$ cat src/rtl/pixel_clock_manager_pkg.sv
// Shared types and constants for the VGA pixel-clock manager.
package vga_clk_pkg;

  localparam int unsigned CLK_DIV_WIDTH = 28;

  typedef enum logic [1:0] {
    IDLE   = 2'd0,
    SETTLE = 2'd1,
    RUN    = 2'd2,
    PEND   = 2'd3
  } pcm_state_t;

endpackage

$ cat src/rtl/pixel_clock_manager_if.sv
// Divisor-request handshake between a programming master and the pixel-clock manager.
interface pixel_clock_manager_if
  import vga_clk_pkg::*;
#(
  parameter int unsigned WIDTH = CLK_DIV_WIDTH
);

  logic             div_valid;
  logic [WIDTH-1:0] div_value;
  logic             div_ready;
  logic             div_err;

  modport master (output div_valid, div_value, input div_ready, div_err);
  modport slave  (input div_valid, div_value, output div_ready, div_err);

endinterface

$ cat src/rtl/pixel_clock_manager_div_counter.sv
// Period counter: wraps at div-1, flags the terminal cycle and decodes the square wave.
module div_counter
  import vga_clk_pkg::*;
#(
  parameter int unsigned WIDTH = CLK_DIV_WIDTH
) (
  input  logic             clk,
  input  logic             rst,
  input  logic             run,
  input  logic             clear,
  input  logic [WIDTH-1:0] div,
  output logic             terminal,
  output logic             divided_clk
);

  logic [WIDTH-1:0] cnt_q, cnt_d;

  // div is never 0, so div-1 cannot wrap.
  assign terminal    = (cnt_q == (div - WIDTH'(1)));
  assign divided_clk = (cnt_q >= (div >> 1));

  always_comb begin
    cnt_d = cnt_q;
    if (clear) begin
      cnt_d = '0;
    end else if (run) begin
      cnt_d = terminal ? '0 : cnt_q + WIDTH'(1);
    end
  end

  always_ff @(posedge clk) begin
    if (rst) begin
      cnt_q <= '0;
    end else begin
      cnt_q <= cnt_d;
    end
  end

endmodule

$ cat src/rtl/pixel_clock_manager.sv
// Pixel-clock controller: owns the active divisor, applies changes at period boundaries
// and raises locked after a settle interval.
module pixel_clock_manager
  import vga_clk_pkg::*;
#(
  parameter int unsigned WIDTH           = CLK_DIV_WIDTH,
  parameter int unsigned DEFAULT_DIVISOR = 2,
  parameter int unsigned SETTLE_PERIODS  = 2
) (
  input  logic                  clk,
  input  logic                  rst,
  input  logic                  enable,
  pixel_clock_manager_if.slave  bus,
  output logic                  divided_clk,
  output logic                  pix_en,
  output logic                  locked
);

  localparam int unsigned SW = $clog2(SETTLE_PERIODS + 1);
  localparam logic [SW-1:0] SETTLE_LAST = SW'(SETTLE_PERIODS - 1);

  pcm_state_t       state_q, state_d;
  logic [WIDTH-1:0] cur_div_q, cur_div_d;
  logic [WIDTH-1:0] pend_div_q, pend_div_d;
  logic [SW-1:0]    settle_q, settle_d;
  logic             div_err_q, div_err_d;
  logic             cnt_run, cnt_clear, terminal;
  logic             xfer, zero_req;

  assign bus.div_ready = (state_q == IDLE) || (state_q == RUN);
  assign bus.div_err   = div_err_q;
  assign pix_en        = (state_q != IDLE) && terminal;
  assign locked        = (state_q == RUN) || (state_q == PEND);
  assign xfer          = bus.div_valid && bus.div_ready;
  assign zero_req      = (bus.div_value == '0);

  always_comb begin
    state_d    = state_q;
    cur_div_d  = cur_div_q;
    pend_div_d = pend_div_q;
    settle_d   = settle_q;
    div_err_d  = xfer && zero_req;
    cnt_run    = 1'b0;
    cnt_clear  = 1'b0;
    // Dropping enable overrides everything, including a pending swap.
    if (!enable) begin
      state_d   = IDLE;
      cnt_clear = 1'b1;
      settle_d  = '0;
      if (xfer && !zero_req) cur_div_d = bus.div_value;
    end else begin
      unique case (state_q)
        IDLE: begin
          cnt_clear = 1'b1;
          settle_d  = '0;
          state_d   = SETTLE;
          if (xfer && !zero_req) cur_div_d = bus.div_value;
        end
        SETTLE: begin
          cnt_run = 1'b1;
          if (terminal) begin
            settle_d = settle_q + SW'(1);
            if (settle_q == SETTLE_LAST) state_d = RUN;
          end
        end
        RUN: begin
          cnt_run = 1'b1;
          if (xfer && !zero_req && (bus.div_value != cur_div_q)) begin
            pend_div_d = bus.div_value;
            state_d    = PEND;
          end
        end
        PEND: begin
          cnt_run = 1'b1;
          if (terminal) begin
            cur_div_d = pend_div_q;
            cnt_clear = 1'b1;
            settle_d  = '0;
            state_d   = SETTLE;
          end
        end
        default: state_d = IDLE;
      endcase
    end
  end

  always_ff @(posedge clk) begin
    if (rst) begin
      state_q    <= IDLE;
      cur_div_q  <= WIDTH'(DEFAULT_DIVISOR);
      pend_div_q <= '0;
      settle_q   <= '0;
      div_err_q  <= 1'b0;
    end else begin
      state_q    <= state_d;
      cur_div_q  <= cur_div_d;
      pend_div_q <= pend_div_d;
      settle_q   <= settle_d;
      div_err_q  <= div_err_d;
    end
  end

  div_counter #(
    .WIDTH (WIDTH)
  ) u_div_counter (
    .clk         (clk),
    .rst         (rst),
    .run         (cnt_run),
    .clear       (cnt_clear),
    .div         (cur_div_q),
    .terminal    (terminal),
    .divided_clk (divided_clk)
  );

endmodule
$ cat src/flat_wrapper.sv
// flat-port wrapper written by rule: the top's interface ports become plain ports
module pixel_clock_manager_flat import vga_clk_pkg::*;
#(
  parameter int unsigned WIDTH           = CLK_DIV_WIDTH,
  parameter int unsigned DEFAULT_DIVISOR = 2,
  parameter int unsigned SETTLE_PERIODS  = 2
)
  (clk, rst, enable, divided_clk, pix_en, locked, bus_div_valid, bus_div_value, bus_div_ready, bus_div_err);
  pixel_clock_manager_if #(.WIDTH(WIDTH)) bus_i ();
  input  logic clk;
  input  logic rst;
  input  logic enable;
  output logic divided_clk;
  output logic pix_en;
  output logic locked;
  input wire logic [$bits(bus_i.div_valid)-1:0] bus_div_valid;
  input wire logic [$bits(bus_i.div_value)-1:0] bus_div_value;
  output wire logic [$bits(bus_i.div_ready)-1:0] bus_div_ready;
  output wire logic [$bits(bus_i.div_err)-1:0] bus_div_err;
  assign bus_i.div_valid = bus_div_valid;
  assign bus_i.div_value = bus_div_value;
  assign bus_div_ready = bus_i.div_ready;
  assign bus_div_err = bus_i.div_err;
  pixel_clock_manager #(.WIDTH(WIDTH), .DEFAULT_DIVISOR(DEFAULT_DIVISOR), .SETTLE_PERIODS(SETTLE_PERIODS)) u_core (.clk(clk), .rst(rst), .enable(enable), .bus(bus_i), .divided_clk(divided_clk), .pix_en(pix_en), .locked(locked));
endmodule
$ cat config.mk
export PLATFORM = sky130hd
export DESIGN_NAME = pixel_clock_manager_flat
export DESIGN_NICKNAME = d
export VERILOG_FILES = /design/src/rtl/pixel_clock_manager_pkg.sv /design/src/rtl/pixel_clock_manager_if.sv /design/src/rtl/pixel_clock_manager_div_counter.sv /design/src/rtl/pixel_clock_manager.sv /design/src/flat_wrapper.sv
export SDC_FILE = /design/constraint.sdc
export NUM_CORES = 1
export LEC_CHECK = 0
export CAP_MARGIN = 20
export CORE_MARGIN = 8
export CORE_UTILIZATION = 30
export DETAILED_ROUTE_END_ITERATION = 16
export SYNTH_ARGS = -nofsm -noshare
export SYNTH_HDL_FRONTEND = slang
export SYNTH_SLANG_ARGS = --single-unit
$ cat constraint.sdc
create_clock -name clk -period 12.15 [get_ports clk]
set_clock_uncertainty 0.05 [all_clocks]
set_input_delay 1.8225 -clock clk [delete_from_list [all_inputs] [get_ports clk]]
set_output_delay 1.8225 -clock clk [all_outputs]
set_load 0.05 [all_outputs]
; ---- Yosys cells after proc, flatten, opt, wreduce, memory -nomap -nowiden
; Cells that the tools add are included.
[word_totals]
input_bits = 32
register_bits = 89
elab_cells = 60
[op_classes]
bitwise = 1
mux = 18
order_cmp = 1
n_eq_ne = 12
add_sub_neg = 3
n_reduce_logical = 19
[ops]
columns = op, count
row1 = $mux W28, 4
row2 = $pmux W28 S2, 1
row3 = $add A28 B1 Y28 const B, 1
row4 = $eq A28 B28 Y1, 1
row5 = $ge A28 B27 Y1, 1
row6 = $logic_not A28 Y1, 1
row7 = $ne A28 B28 Y1, 1
row8 = $sub A28 B1 Y28 const B, 1
row9 = $mux W2, 6
row10 = $pmux W2 S4, 1
row11 = $ne A2 B1 Y1 const B, 3
row12 = $pmux W2 S3, 1
row13 = $reduce_and A3 Y1, 2
row14 = $logic_and A1 B1 Y1, 5
row15 = $eq A2 B1 Y1 const B, 2
row16 = $eq A2 B2 Y1 const B, 2
row17 = $mux W1, 4
row18 = $reduce_and A4 Y1, 1
row19 = $reduce_or A2 Y1, 2
row20 = $ne A3 B1 Y1 const B, 1
row21 = $ne A3 B2 Y1 const B, 1
row22 = $reduce_bool A3 Y1, 1
row23 = $reduce_or A3 Y1, 1
row24 = $add A2 B1 Y2 const B, 1
row25 = 8 further kinds, 9

; ---- Depth between registers and ports, before layout
[depth]
word_depth = 7
depth_mapped = 16
ltp_nobuf = 11

; ---- Modules after synthesis
; A second synthesis with hierarchy kept.
[hier_totals]
cells_unflattened = 726
area_unflattened_um2 = 6150.9
[modules_own_cells]
columns = mod, cells_each, seq_area_each_um2, area_each_um2, instances
row1 = pixel_clock_manager, 353, 1221.2, 3276.9, 1
row2 = div_counter, 373, 560.5, 2874.0, 1

; ---- Least setup slack after synthesis
; OpenSTA, ideal clock, no wires.
[synth_path]
path_kind = reg2out
start = register u_core.cur_div_q[0]
end = output port pix_en
setup_slack_ns = 6.634
arrival_time_ns = 3.644
path_stages_with_launch = 13
cell_sequence = dfxtp_1 -> clkbuf_1 -> inv_1 -> ha_1 -> clkbuf_1 -> or3b_2 -> clkbuf_1 -> xnor2_1 -> or3_1 -> a221oi_1 -> nand4_1 -> nor4_4 -> nor2b_1
[synth_via]
elab_chain_cells = 3
[synth_rtl]
columns = item, line
row1 = from (decl), pixel_clock_manager.sv:23  ; logic [WIDTH-1:0] cur_div_q, cur_div_d;
row2 = from (signal assigned), pixel_clock_manager.sv:90  ; cur_div_q <= WIDTH'(DEFAULT_DIVISOR);
row3 = from (signal assigned), pixel_clock_manager.sv:96  ; cur_div_q <= cur_div_d;
row4 = $sub A28 B1 Y28, pixel_clock_manager_div_counter.sv:19  ; assign terminal = (cnt_q == (div - WIDTH'(1)));
row5 = $eq A28 B28 Y1, pixel_clock_manager_div_counter.sv:19
row6 = $logic_and A1 B1 Y1, pixel_clock_manager.sv:32  ; assign pix_en = (state_q != IDLE) && terminal;
row7 = to (decl), flat_wrapper.sv:14  ; output logic pix_en;
; No other way between the ends.

; ---- Final worst setup path
[layout_path]
start = register u_core.cur_div_q[1]
end = output port pix_en
; Same word-level chain as after synthesis.

==> flow_summary.json <==
{
  "tightest_slew_ns": 0.922,
  "utilization": 0.342,
  "arrival_ns": 4.54,
  "design.core.area_sq_um": 20800,
  "cts_inserted_buffers": 9,
  "synth_nets": 840,
  "routed-via-count": 5239,
  "drive_gt1_frac": 0.0540,
  "drt-initial-drc-count": 311,
  "grt_pass1_wl_microns": 26100,
  "cts_resized": 0,
  "die_width_microns": 161,
  "min_path_type": "reg -> reg",
  "dieArea_sq_um": 25900,
  "clk_latency_ns": 0.35,
  "fill_cells": 2188,
  "fin_setup_tns_ns": 0,
  "antenna_found_initial": 0,
  "via_per_inst": 4.98,
  "ys.warnings.count": 0,
  "synth_top_area_share": 0.283,
  "grt_pass1_vias": 5036,
  "yosys.area.top_type": "dfxtp_1",
  "initial_core_util": 0.302,
  "ys_types": 61,
  "ir_drop_mv": 0.0673,
  "power_density_nw_per_um2": 107,
  "syn-cell-area_sq_um": 6300,
  "synthCells": 773,
  "cts_tree": "done",
  "finalWeightedCongestion": 0.849,
  "cp-startpoint": "u_core.cur_div_q[1]",
  "outcome": "completed",
  "dominantRegCellSynth": "dfxtp_1",
  "slew_headroom": 0.385,
  "ys_seq_elements": 89,
  "hold_path_depth": 2,
  "drc": 0,
  "synth_common_cells": "nor2_1, dfxtp_1, mux2i_1",
  "required_ns": 10.28,
  "r2r_setup_slack_ns": 7.71,
  "synthTopCellsByArea": "dfxtp_1, mux2i_1, xnor2_1",
  "dpl.hpwl_microns": 11600,
  "grtUsageTotal": 0.123,
  "diodes": 0,
  "cts_setup_buffers": 0,
  "setup_viol": 0,
  "areaGrowthSynthToFinish_pct": 13.0,
  "cp-end-kind": "primary output",
  "pin_count": 37,
  "reg2reg_from": "u_core.cur_div_q[1]",
  "fmax_mhz": 156,
  "leakagePower_nw": 2.77,
  "grt_max_degree": 58,
  "timing.rr.end": "u_core.u_div_counter.cnt_q[5]",
  "rsz0062_at_grt": "no",
  "synth-edff-count": 0,
  "io_buffers": 36,
  "route.detailed.wl_per_inst_microns": 14.9,
  "layout.nets": 840,
  "placed_area_sq_um": 6820,
  "synth.most_common_cell": "nor2_1",
  "timing.final.ws_setup_ns": 5.73,
  "drtAntennaViolNets": 0,
  "root_buffer": "clkbuf_16",
  "post-route-period-util": 0.528,
  "fp.dieH_microns": 161,
  "clkSlewWorstSetupHoldPaths_ns": 0.07,
  "holdBufCountCts": 0,
  "core.rowCount": 53,
  "hold_violations": 0,
  "clock-sinks": 89,
  "clock_path_buffers": 2,
  "synth_area_per_cell_sq_um": 8.15,
  "dpl_worst_slack_ns": 6.04,
  "maxCapViolCount": 0,
  "gr-total-overflow": 0,
  "critPathMaxFanout": 8,
  "start_kind": "flop",
  "htree_levels": 3,
  "wirelength_microns": 15700,
  "ys_seq_area_frac": 0.283,
  "fin_area_sq_um": 7120,
  "dr.pass1.iters": 5,
  "reg2reg_depth": 11,
  "crit_path_end": "pix_en",
  "maxSlewViolCount": 0,
  "async_reset_ff_frac": 0,
  "crit_type": "reg -> out",
  "fin_crit_ns": 6.42
}
[per-stage QoR]
stage / power, mW / instances / hold slack (ns)
floorplan: 0.447 / 773 / 0.410
global placement: 0.489 / 1036 / 0.423
detailed placement: 0.491 / 1036 / 0.430
CTS: 0.772 / 1052 / 0.448
global route: 0.805 / 1053 / 0.464
finish: 0.765 / 1053 / 0.448
[worst max-delay path, cell delays in order, from the launching register on]
cell	delay, ns
dfxtp_1	0.38
inv_1	0.11
ha_1	0.32
nor3b_1	0.57
nand4_1	0.30
or4_1	0.53
a22oi_1	0.24
nand4b_2	0.17
nor4_4	0.51
nor2b_1	0.23
clkdlybuf4s50_1	0.82
[layer usage]
metal  wire length [microns]  global-route usage  share of wire  up-vias
met4                     402              0.0543          0.026        0
met2                    7010               0.192           0.45      111
met5                       0                   0              0        -
met3                     434              0.0131          0.028       23
li1                        -                   -              -     2673
met1                    7880               0.167           0.50     2432
[state kept, by name (all words and copies together), names as in the netlist]
name / cells
u_core.settle_q: 2
u_core.u_div_counter.cnt_q: 28
u_core.pend_div_q: 28
u_core.state_q: 2
u_core.cur_div_q: 28
u_core.bus.div_err: 1
[worst min path at each step]
stage / start / endpoint / slack, ns
finish: u_core.pend_div_q[21] / u_core.pend_div_q[21] / 0.45
global route: u_core.pend_div_q[4] / u_core.pend_div_q[4] / 0.46
CTS: u_core.pend_div_q[14] / u_core.pend_div_q[14] / 0.45
detailed placement: u_core.pend_div_q[14] / u_core.pend_div_q[14] / 0.43
global placement: u_core.pend_div_q[9] / u_core.pend_div_q[9] / 0.42
floorplan: u_core.pend_div_q[0] / u_core.pend_div_q[0] / 0.41
[cell type report]
type                            count  area [sq um]  area share
Inverter                           40           150      0.0211
Multi-Input combinational cell    590          4140       0.582
Tap cell                          275           344      0.0483
Sequential cell                    89          1780       0.250
Clock inverter                      6          53.8     0.00756
Timing Repair Buffer               43           408      0.0573
Clock buffer                       10           239      0.0336
[power by group]
part | internal (mW) | switching (mW)
Sequential | 0.300 | 0.0220
Clock | 0.149 | 0.130
Combinational | 0.0749 | 0.0889
[kinds of logic (layout without fill, tap and decap cells)]
group | Yosys count | after routing | synth area share
buffers and inverters | 94 | 99 | 0.0634
AO/OA/AOI/OAI | 96 | 96 | 0.101
XOR/XNOR | 88 | 88 | 0.122
multiplexers | 87 | 87 | 0.139
AND/OR/NAND/NOR | 284 | 284 | 0.222
adder cells (fa/ha/maj) | 35 | 35 | 0.0695
flip-flops | 89 | 89 | 0.283
[layout by cell type (no fill, tap or decap), types with 18 or more instances in the layout]
master             n
clkdlybuf4s50_1   35
dfxtp_1           89
ha_1              35
inv_1             40
mux2i_1           85
nand2_1           51
nand3_1           18
nand4_1           25
nor2_1           109
o21ai_0           38
xnor2_1           62
xor2_1            26
Power figures use the tool's default switching activity.
